### config.mk
export PLATFORM = sky130hd
export DESIGN_NAME = dual_dispatch_scheduler
export DESIGN_NICKNAME = d
export VERILOG_FILES = /design/src/rtl/dual_dispatch_scheduler.sv
export SDC_FILE = /design/constraint.sdc
export NUM_CORES = 1
export LEC_CHECK = 0
export BUFFER_PORTS_ARGS = -buffer_cell sky130_fd_sc_hd__clkbuf_2
export CORE_MARGIN = 2
export CORE_UTILIZATION = 55
export DETAILED_ROUTE_END_ITERATION = 6
export PLACE_DENSITY = 0.85
export SYNTH_ARGS = -nofsm -noshare
export SYNTH_HDL_FRONTEND = slang
export SYNTH_SLANG_ARGS = --single-unit
export TNS_END_PERCENT = 20
### constraint.sdc
create_clock -name clk -period 6.15 [get_ports clk]
set_input_delay 0.615 -clock clk [delete_from_list [all_inputs] [get_ports clk]]
set_output_delay 0.615 -clock clk [all_outputs]
set_load 0.01 [all_outputs]
### src/rtl/dual_dispatch_scheduler.sv
// dual_dispatch_scheduler
//   Decides each cycle how many of the two decoded instructions may enter the
//   reservation stations. Slot 1 is older and slot 2 is younger. Dispatch is
//   strictly in order. The block tracks free RS entries for each unit class
//   (ALU, MUL, FP, MEM) and the free ROB entries. It also hands out ROB tags
//   from a wrapping tail pointer.
// Ports
//   clk, rst                    clock (rising edge), async active-high reset
//   valid1/valid2               slot holds a decoded instruction
//   alu/mul/fp/mem/br{1,2}      class flags from decode (br counts as ALU)
//   {alu,mul,fp,mem}_rel        RS entries freed this cycle (0..2)
//   rob_commit                  ROB entries retired this cycle (0..2)
//   flush                       squash: no dispatch, all credits restored
//   disp1/disp2                 combinational grants
//   tag1/tag2                   ROB tags for slot 1 / slot 2
//   stall                       a valid instruction was held this cycle
//   err                         sticky protocol error (multi-class or overflow)
module dual_dispatch_scheduler #(
    parameter int ALU_RS    = 4,
    parameter int MUL_RS    = 2,
    parameter int FP_RS     = 2,
    parameter int MEM_RS    = 4,
    parameter int ROB_DEPTH = 16,
    parameter int TAG_W     = 4
) (
    input  logic             clk,
    input  logic             rst,
    input  logic             valid1,
    input  logic             valid2,
    input  logic             alu1,
    input  logic             mul1,
    input  logic             fp1,
    input  logic             mem1,
    input  logic             alu2,
    input  logic             mul2,
    input  logic             fp2,
    input  logic             mem2,
    input  logic             br1,
    input  logic             br2,
    input  logic [1:0]       alu_rel,
    input  logic [1:0]       mul_rel,
    input  logic [1:0]       fp_rel,
    input  logic [1:0]       mem_rel,
    input  logic [1:0]       rob_commit,
    input  logic             flush,
    output logic             disp1,
    output logic             disp2,
    output logic [TAG_W-1:0] tag1,
    output logic [TAG_W-1:0] tag2,
    output logic             stall,
    output logic             err
);

    // Two spare bits let a counter hold ROB_DEPTH. The sum width leaves
    // headroom so an overflowing value can be seen before it is saturated.
    localparam int CW  = TAG_W + 2;
    localparam int SW  = CW + 2;
    localparam int NCL = 4;

    typedef enum logic [2:0] {CL_NONE, CL_ALU, CL_MUL, CL_FP, CL_MEM} cls_e;

    // Counter index order is ALU, MUL, FP, MEM (bit 0 .. bit 3).
    localparam logic [NCL-1:0][CW-1:0] CAP =
        {CW'(MEM_RS), CW'(FP_RS), CW'(MUL_RS), CW'(ALU_RS)};

    function automatic cls_e slot_class(input logic a, m, f, l, b);
        if (l)          return CL_MEM;
        else if (f)     return CL_FP;
        else if (m)     return CL_MUL;
        else if (a | b) return CL_ALU;
        else            return CL_NONE;
    endfunction

    function automatic logic multi_flag(input logic a, m, f, l, b);
        logic [2:0] n;
        n = {2'b00, a | b} + {2'b00, m} + {2'b00, f} + {2'b00, l};
        return n > 3'd1;
    endfunction

    function automatic logic [NCL-1:0] onehot(input cls_e c);
        case (c)
            CL_ALU:  return 4'b0001;
            CL_MUL:  return 4'b0010;
            CL_FP:   return 4'b0100;
            CL_MEM:  return 4'b1000;
            default: return 4'b0000;
        endcase
    endfunction

    logic [NCL-1:0][CW-1:0] cnt_q, cnt_d;
    logic [CW-1:0]          rob_free_q, rob_free_d;
    logic [TAG_W-1:0]       rob_tail_q, rob_tail_d;
    logic                   err_q, err_d;

    cls_e                   cls1, cls2;
    logic [NCL-1:0]         oh1, oh2, nz, ge2;
    logic                   same_cls, res1_ok, res2_ok;
    logic                   disp1_c, disp2_c;
    logic [NCL-1:0][1:0]    rel;

    assign rel = {mem_rel, fp_rel, mul_rel, alu_rel};

    always_comb begin
        cls1 = slot_class(alu1, mul1, fp1, mem1, br1);
        cls2 = slot_class(alu2, mul2, fp2, mem2, br2);
        oh1  = onehot(cls1);
        oh2  = onehot(cls2);
        for (int k = 0; k < NCL; k++) begin
            nz[k]  = cnt_q[k] != '0;
            ge2[k] = cnt_q[k] >= CW'(2);
        end
        // Grants look only at the registered (pre-release) counters. When both
        // slots use the same class, slot 2 needs the second free entry.
        same_cls = (cls1 == cls2) && (cls1 != CL_NONE);
        res1_ok  = (cls1 == CL_NONE) || |(oh1 & nz);
        res2_ok  = (cls2 == CL_NONE) || (same_cls ? |(oh2 & ge2) : |(oh2 & nz));
        disp1_c  = ~rst & ~flush & valid1 & res1_ok & (rob_free_q >= CW'(1));
        disp2_c  = disp1_c & valid2 & res2_ok & (rob_free_q >= CW'(2));
    end

    assign disp1 = disp1_c;
    assign disp2 = disp2_c;
    assign tag1  = rob_tail_q;
    assign tag2  = rob_tail_q + TAG_W'(1);   // power-of-two depth wraps naturally
    assign stall = ~rst & ((valid1 & ~disp1_c) | (valid2 & ~disp2_c));
    assign err   = err_q;

    always_comb begin
        logic [SW-1:0] sum;
        logic [1:0]    used;
        sum        = '0;
        used       = '0;
        cnt_d      = cnt_q;
        rob_free_d = rob_free_q;
        rob_tail_d = rob_tail_q;
        err_d      = err_q;

        if ((valid1 & multi_flag(alu1, mul1, fp1, mem1, br1)) |
            (valid2 & multi_flag(alu2, mul2, fp2, mem2, br2)))
            err_d = 1'b1;

        if (flush) begin
            // Squash restores every credit. The tail is kept so that tags stay
            // monotonic across the flush.
            cnt_d      = CAP;
            rob_free_d = CW'(ROB_DEPTH);
        end else begin
            for (int k = 0; k < NCL; k++) begin
                used = {1'b0, disp1_c & oh1[k]} + {1'b0, disp2_c & oh2[k]};
                sum  = SW'(cnt_q[k]) - SW'(used) + SW'(rel[k]);
                if (sum > SW'(CAP[k])) begin
                    cnt_d[k] = CAP[k];
                    err_d    = 1'b1;
                end else begin
                    cnt_d[k] = sum[CW-1:0];
                end
            end
            used = {1'b0, disp1_c} + {1'b0, disp2_c};
            sum  = SW'(rob_free_q) - SW'(used) + SW'(rob_commit);
            if (sum > SW'(ROB_DEPTH)) begin
                rob_free_d = CW'(ROB_DEPTH);
                err_d      = 1'b1;
            end else begin
                rob_free_d = sum[CW-1:0];
            end
            rob_tail_d = rob_tail_q + TAG_W'(used);
        end
    end

    always_ff @(posedge clk or posedge rst) begin
        if (rst) begin
            cnt_q      <= CAP;
            rob_free_q <= CW'(ROB_DEPTH);
            rob_tail_q <= '0;
            err_q      <= 1'b0;
        end else begin
            cnt_q      <= cnt_d;
            rob_free_q <= rob_free_d;
            rob_tail_q <= rob_tail_d;
            err_q      <= err_d;
        end
    end

endmodule
==> flow_metrics.env, run 1 <==
export IMPL_status="finished clean"
export IMPL_cp_end_kind="flip-flop"
export IMPL_diodes=0
export IMPL_numPortBuffers=36
export IMPL_setup_viol=0
export IMPL_dieHeight_um=79.5
export IMPL_synth_most_common_cell="inv_1"
export IMPL_dpl_cell_count=473
export IMPL_cp_max_fo=7
export IMPL_routed_wl_um=6910
export IMPL_drv_slew=0
export IMPL_ys_top_cells_by_count="inv_1 (37), nor2_1 (31), dfrtp_1 (30), ha_1 (24), nand2_1 (22)"
export IMPL_cts_buffer_depth=2
export IMPL_num_vias=2768
export IMPL_synth_avg_cell_area_um2=8.79
export IMPL_power_density_mw_per_mm2=183
export IMPL_ant_nets=0
export IMPL_cts_resized=0
export IMPL_route_detailed_drc=0
export IMPL_start_kind="primary input"
export IMPL_timing_setup_tns_ps=0
export IMPL_period_share_pct=83.9
export IMPL_synth_top_area_share_pct=23.9
export IMPL_synth_cell_area_mm2=0.00314
export IMPL_core_area_mm2=0.00551
export IMPL_grt_overflow=0
export IMPL_synth_edf_count=0
export IMPL_netlist_instances=357
export IMPL_finClkSkew_ps=5.37
export IMPL_ir_drop_uv=254
export IMPL_critical_path_class="in -> reg"
export IMPL_yosys_top_cells_area="dfrtp_1 (24%), ha_1 (9.6%), fa_1 (8.3%), inv_1 (4.4%), dfstp_2 (4.2%)"
export IMPL_period_needed_ps=5160
export IMPL_yosysTopAreaCell="dfrtp_1"
export IMPL_gp_congestion=0.996
export IMPL_yosys_warnings=0
export IMPL_clock_sinks=35
export IMPL_cap_violations=0
export IMPL_grt_max_degree=37
export IMPL_relSlewSlack_pct=66.2
export IMPL_firstDrtPassIters=5
export IMPL_cts_inserted_buffers=5
export IMPL_layout_nets=470
export IMPL_syn2layout_area_growth_pct=12.4
export IMPL_leakagePower_nw=1.66
export IMPL_cts_tree="done"
export IMPL_track_usage_pct=23.7
export IMPL_grt_pass1_vias=2747
export IMPL_async_reset_ff_share_pct=100
export IMPL_cp_arrival_ps=5320
export IMPL_drive_above_1_share_pct=16.4
export IMPL_vias_per_cell=5.75
export IMPL_antenna_found_initial=0
export IMPL_yosysUniqueCellTypes=63
export IMPL_grt_pass1_wl_um=11800
export IMPL_hp_class="in -> async"
export IMPL_die_width_um=79.5
export IMPL_seq_area_frac_synth_pct=28.1
export IMPL_max_freq_mhz=194
export IMPL_clk_pin_slew_worst_paths_ps=70
export IMPL_drt_iter0_markers=165
export IMPL_pin_count=37
export IMPL_stdcell_count=481
export IMPL_cts_hold_buf=0
export IMPL_htree_levels=2
export IMPL_tightest_slew_ps=503
export IMPL_die_area_mm2=0.00632
export IMPL_wire_per_inst_um=14.4
export IMPL_synth_top_flop_cell="dfrtp_1"
export IMPL_ys_seq_elements=35
export IMPL_start_util_pct=57.0
export IMPL_dp_hpwl_um=5580
export IMPL_root_buffer="clkbuf_8"
export IMPL_rsz0062_at_grt="false"
export IMPL_clk_insertion_delay_late_ps=290
export IMPL_finalHoldViolCount=0
export IMPL_rows=27
export IMPL_postCtsSetupBuffers=0
export IMPL_cp_required_ps=6320
[routing by layer]
metal  part of all wire [%]  vias up  wire length, um  track usage (%)
met4                    2.1        0              144             8.45
met3                    5.5       16              380             3.85
li1                       -     1360                -                -
met2                     49       98             3400             41.7
met1                     43     1294             2980             29.3
met5                      0        -                0                0
[where the power goes]
group	switching [mW]	internal, mW
Clock	0.0845	0.0791
Sequential	0.0293	0.249
Combinational	0.112	0.0910
[registers in the layout (all words and copies together) (netlist names)]
| name | count |
|---|---|
| cnt_q | 24 |
| rob_free_q | 6 |
| tag1 | 4 |
| err | 1 |
[worst max-delay path, stage by stage]
cell       delay (ps)
clkbuf_2          120
inv_1             130
ha_1              280
or2_2             310
o32ai_1           270
a21oi_1           120
mux2i_1           150
nor2_1            110
buf_4             150
nand2_1            80
fa_1              480
ha_1              300
xor2_1            160
ha_1              180
inv_1              50
fa_1              420
a2111oi_0         410
a31oi_1           100
xnor2_1           140
a211o_1           320
nor4bb_1          290
a21oi_1           100
[layout by cell type (no fill, tap or decap), drive strengths merged, types with 4 or more instances in the layout]
cell type / synthesis / routed
o211ai: 6 / 6
or3: 6 / 6
nand3b: 5 / 5
a21oi: 15 / 15
nor3: 13 / 13
or4: 4 / 4
nand4: 5 / 5
nand3: 10 / 10
nand2: 22 / 22
inv: 37 / 37
conb: 1 / 15
nand2b: 5 / 5
dfrtp: 30 / 30
and3: 4 / 4
xnor2: 11 / 11
o21ai: 15 / 15
nor3b: 4 / 4
dfstp: 5 / 5
nor2: 31 / 31
a31oi: 5 / 5
ha: 24 / 24
nor4: 8 / 8
and2: 7 / 7
clkbuf: 7 / 42
xor2: 11 / 11
fa: 13 / 13
[cells by family (layout without fill, tap and decap cells)]
| logic type | Yosys count | in the layout | share of synthesized area, % |
|---|---|---|---|
| multiplexers | 5 | 5 | 1.68 |
| adder cells (fa/ha/maj) | 37 | 37 | 17.9 |
| XOR/XNOR | 22 | 22 | 6.14 |
| AND/OR/NAND/NOR | 135 | 135 | 23.4 |
| other | 1 | 15 | 0.120 |
| AO/OA/AOI/OAI | 77 | 77 | 17.2 |
| buffers and inverters | 45 | 83 | 5.46 |
| flip-flops | 35 | 35 | 28.1 |
[stage by stage]
stage / hold slack (ps) / utilization (%) / worst slack, ps / instance area [um2] / power (mW)
global placement: 500 / 62.5 / 819 / 3440 / 0.477
floorplan: 538 / - / 1000 / 3190 / 0.412
global route: 518 / 64.1 / 676 / 3530 / 0.689
finish: 445 / 64.1 / 992 / 3530 / 0.645
CTS: 462 / 64.1 / 1040 / 3530 / 0.649
detailed placement: 509 / 62.5 / 697 / 3440 / 0.485
[final cells by class]
cell class / count / area (um2)
multi-input cells: 291 / 2140
clock buffers: 6 / 72.6
well taps: 72 / 90.1
clock inverters: 2 / 12.5
fillers: 466 / 1980
repair buffers: 38 / 195
inverters: 37 / 139
flip-flops and latches: 35 / 882
[final timing paths]
check	startpoint	to	slack, ps	cells after the start
max	fp2	err	990	22
min	rst	cnt_q[9]	450	3
max reg2reg	cnt_q[2]	err	1000	20
min reg2reg	tag1[3]	tag1[3]	520	1
max in group asynchronous	rst	cnt_q[20]	5350	3
min in group clk	tag1[3]	tag1[3]	520	1
(Power assumes the default switching activity.)
==> run 2: changes to the inputs <==
==> constraint.sdc (replaced) <==
create_clock -name clk -period 5.3 [get_ports clk]
set_input_delay 0.53 -clock clk [delete_from_list [all_inputs] [get_ports clk]]
set_output_delay 0.53 -clock clk [all_outputs]
set_load 0.01 [all_outputs]
==> run 2 against run 1 <==
Wire length increased by 3.4%; cell count increased by 1.2%; first-iteration DRC count increased by 15%; clock skew decreased by 1.3 ps.
==> flow_metrics.env, run 2 (same netlist as run 1, synthesis figures left out) <==
export IMPL_syn2layout_area_growth_pct=14.4
export IMPL_grt_pass1_vias=2817
export IMPL_max_freq_mhz=196
export IMPL_cap_violations=0
export IMPL_track_usage_pct=24.6
export IMPL_route_detailed_drc=0
export IMPL_num_vias=2795
export IMPL_period_share_pct=96.0
export IMPL_antenna_found_initial=0
export IMPL_gp_congestion=0.882
export IMPL_drt_iter0_markers=190
export IMPL_ant_nets=0
export IMPL_p_int_mw=0.492
export IMPL_cp_slowest_cell="fa_1"
export IMPL_core_area_mm2=0.00551
export IMPL_clock_sinks=35
export IMPL_cp_max_fo=6
export IMPL_start_util_pct=57.0
export IMPL_clk_insertion_delay_late_ps=280
export IMPL_htree_levels=2
export IMPL_ir_drop_uv=251
export IMPL_slowest_delay_ps=510
export IMPL_cp_required_ps=5460
export IMPL_hp_class="in -> async"
export IMPL_numPortBuffers=36
export IMPL_grt_pass1_wl_um=12300
export IMPL_die_width_um=79.5
export IMPL_wire_per_inst_um=14.7
export IMPL_rows=27
export IMPL_cts_inserted_buffers=5
export IMPL_grt_overflow=0
export IMPL_cts_hold_buf=0
export IMPL_leakagePower_nw=1.69
export IMPL_grt_max_degree=36
export IMPL_cts_tree="done"
export IMPL_timing_setup_tns_ps=0
export IMPL_layout_common_cells="inv_1 (37), clkbuf_2 (36), nor2_1 (31)"
export IMPL_start_kind="flip-flop"
export IMPL_vias_per_cell=5.74
export IMPL_diodes=0
export IMPL_fillers=440
export IMPL_dp_hpwl_um=5810
export IMPL_p_seq_share_pct=42.7
export IMPL_seq_area_um2=882
export IMPL_critical_path_class="reg -> reg"
export IMPL_setup_viol=0
export IMPL_tightest_slew_ps=550
export IMPL_pin_count=37
export IMPL_power_frac_clock_pct=25.1
export IMPL_stdcell_count=487
export IMPL_drv_slew=0
export IMPL_cp_end_kind="flip-flop"
export IMPL_finClkSkew_ps=4.03
export IMPL_drive_above_1_share_pct=18.3
export IMPL_routed_wl_um=7150
export IMPL_cts_buffer_depth=2
export IMPL_layout_nets=476
export IMPL_final_util_pct=65.1
export IMPL_power_density_mw_per_mm2=211
export IMPL_status="finished clean"
export IMPL_power_switching_mw=0.266
export IMPL_dieHeight_um=79.5
export IMPL_multiInputGateArea_mm2=0.00215
export IMPL_finalHoldViolCount=0
export IMPL_cp_arrival_ps=5250
export IMPL_die_area_mm2=0.00632
export IMPL_relSlewSlack_pct=63.3
export IMPL_rsz0062_at_grt="false"
export IMPL_root_buffer="clkbuf_8"
export IMPL_crit_chain="or3_1, or4_1, o21ai_0, o211ai_1, mux2i_1, nor2_1, buf_4, ha_1, ha_1, inv_1, fa_1, inv_1, fa_2, or3b_2, a41o_1, o221ai_1, mux2i_1, o311a_1, nor4bb_1, a21oi_1"
export IMPL_switching_share_pct=35.1
export IMPL_clk_pin_slew_worst_paths_ps=70
export IMPL_period_needed_ps=5090
export IMPL_largest_reg_flops=24
export IMPL_dpl_cell_count=477
export IMPL_regMostFlops="cnt_q"
export IMPL_p_comb_share_pct=32.2
export IMPL_firstDrtPassIters=5
export IMPL_final_common_cell="inv_1"
[run 2: cell types whose count changed in the layout (fill, tap and decap cells not counted), moves of 2 or more]
cell	before	now
a2111oi_0	3	1
fa_2	0	2
fa_1	13	11
buf_4	2	8
[run 2: final timing paths]
kind | startpoint | endpoint | slack, ps | depth (start not counted)
min in group clk | tag1[3] | tag1[3] | 530 | 1
worst min-delay path | rst | rob_free_q[5] | 400 | 3
worst max-delay path | cnt_q[2] | err | 210 | 20
max in group asynchronous | rst | cnt_q[13] | 4560 | 3
worst max register to register | cnt_q[2] | err | 210 | 20
worst min register to register | tag1[3] | tag1[3] | 530 | 1
[run 2: timing repair]
action,in CTS,in global routing
gates resized for setup,0,6
setup endpoints to repair,0,1
setup buffers,0,2
[run 2: layout make-up]
cell class                      instances  share of cell area [%]
Multi-Input combinational cell        291                    60.1
Sequential cell                        35                    24.6
Timing Repair Buffer                   44                    6.70
Inverter                               37                    3.87
Tap cell                               72                    2.51
Clock buffer                            7                    2.13
Clock inverter                          1                   0.140
[run 2: metrics by stage]
| stage | setup slack, ps | hold slack [ps] | instance area, um2 | power [mW] |
|---|---|---|---|---|
| global placement | 214 | 500 | 3470 | 0.555 |
| detailed placement | 46.5 | 502 | 3470 | 0.566 |
| floorplan | 235 | 538 | 3190 | 0.478 |
| CTS | 176 | 406 | 3550 | 0.760 |
| global route | 36.0 | 465 | 3590 | 0.807 |
| finish | 210 | 401 | 3590 | 0.757 |
[run 2: critical path: cells and delay by family, from the launching register on]
kind,cells,cell delay [ps]
flip-flops,1,400
multiplexers,2,400
AND/OR/NAND/NOR,5,1520
AO/OA/AOI/OAI,6,980
adder cells (fa/ha/maj),4,1370
buffers and inverters,3,290
[run 2: power groups by stage]
stage	Clock, mW	Combinational [mW]	Sequential [mW]
after floorplan	0	0.153	0.325
after global placement	0	0.230	0.325
after detailed placement	0	0.239	0.327
after CTS	0.196	0.241	0.323
after global routing	0.206	0.273	0.328
final	0.190	0.244	0.324
[run 2: per-layer routing]
metal | global-route usage (%) | wire [um] | vias up | part of all wire, %
li1 | - | - | 1371 | -
met2 | 43.7 | 3610 | 91 | 51
met3 | 3.85 | 408 | 4 | 5.7
met4 | 6.38 | 64 | 0 | 0.90
met5 | 0 | 0 | - | 0
met1 | 31.1 | 3060 | 1329 | 43
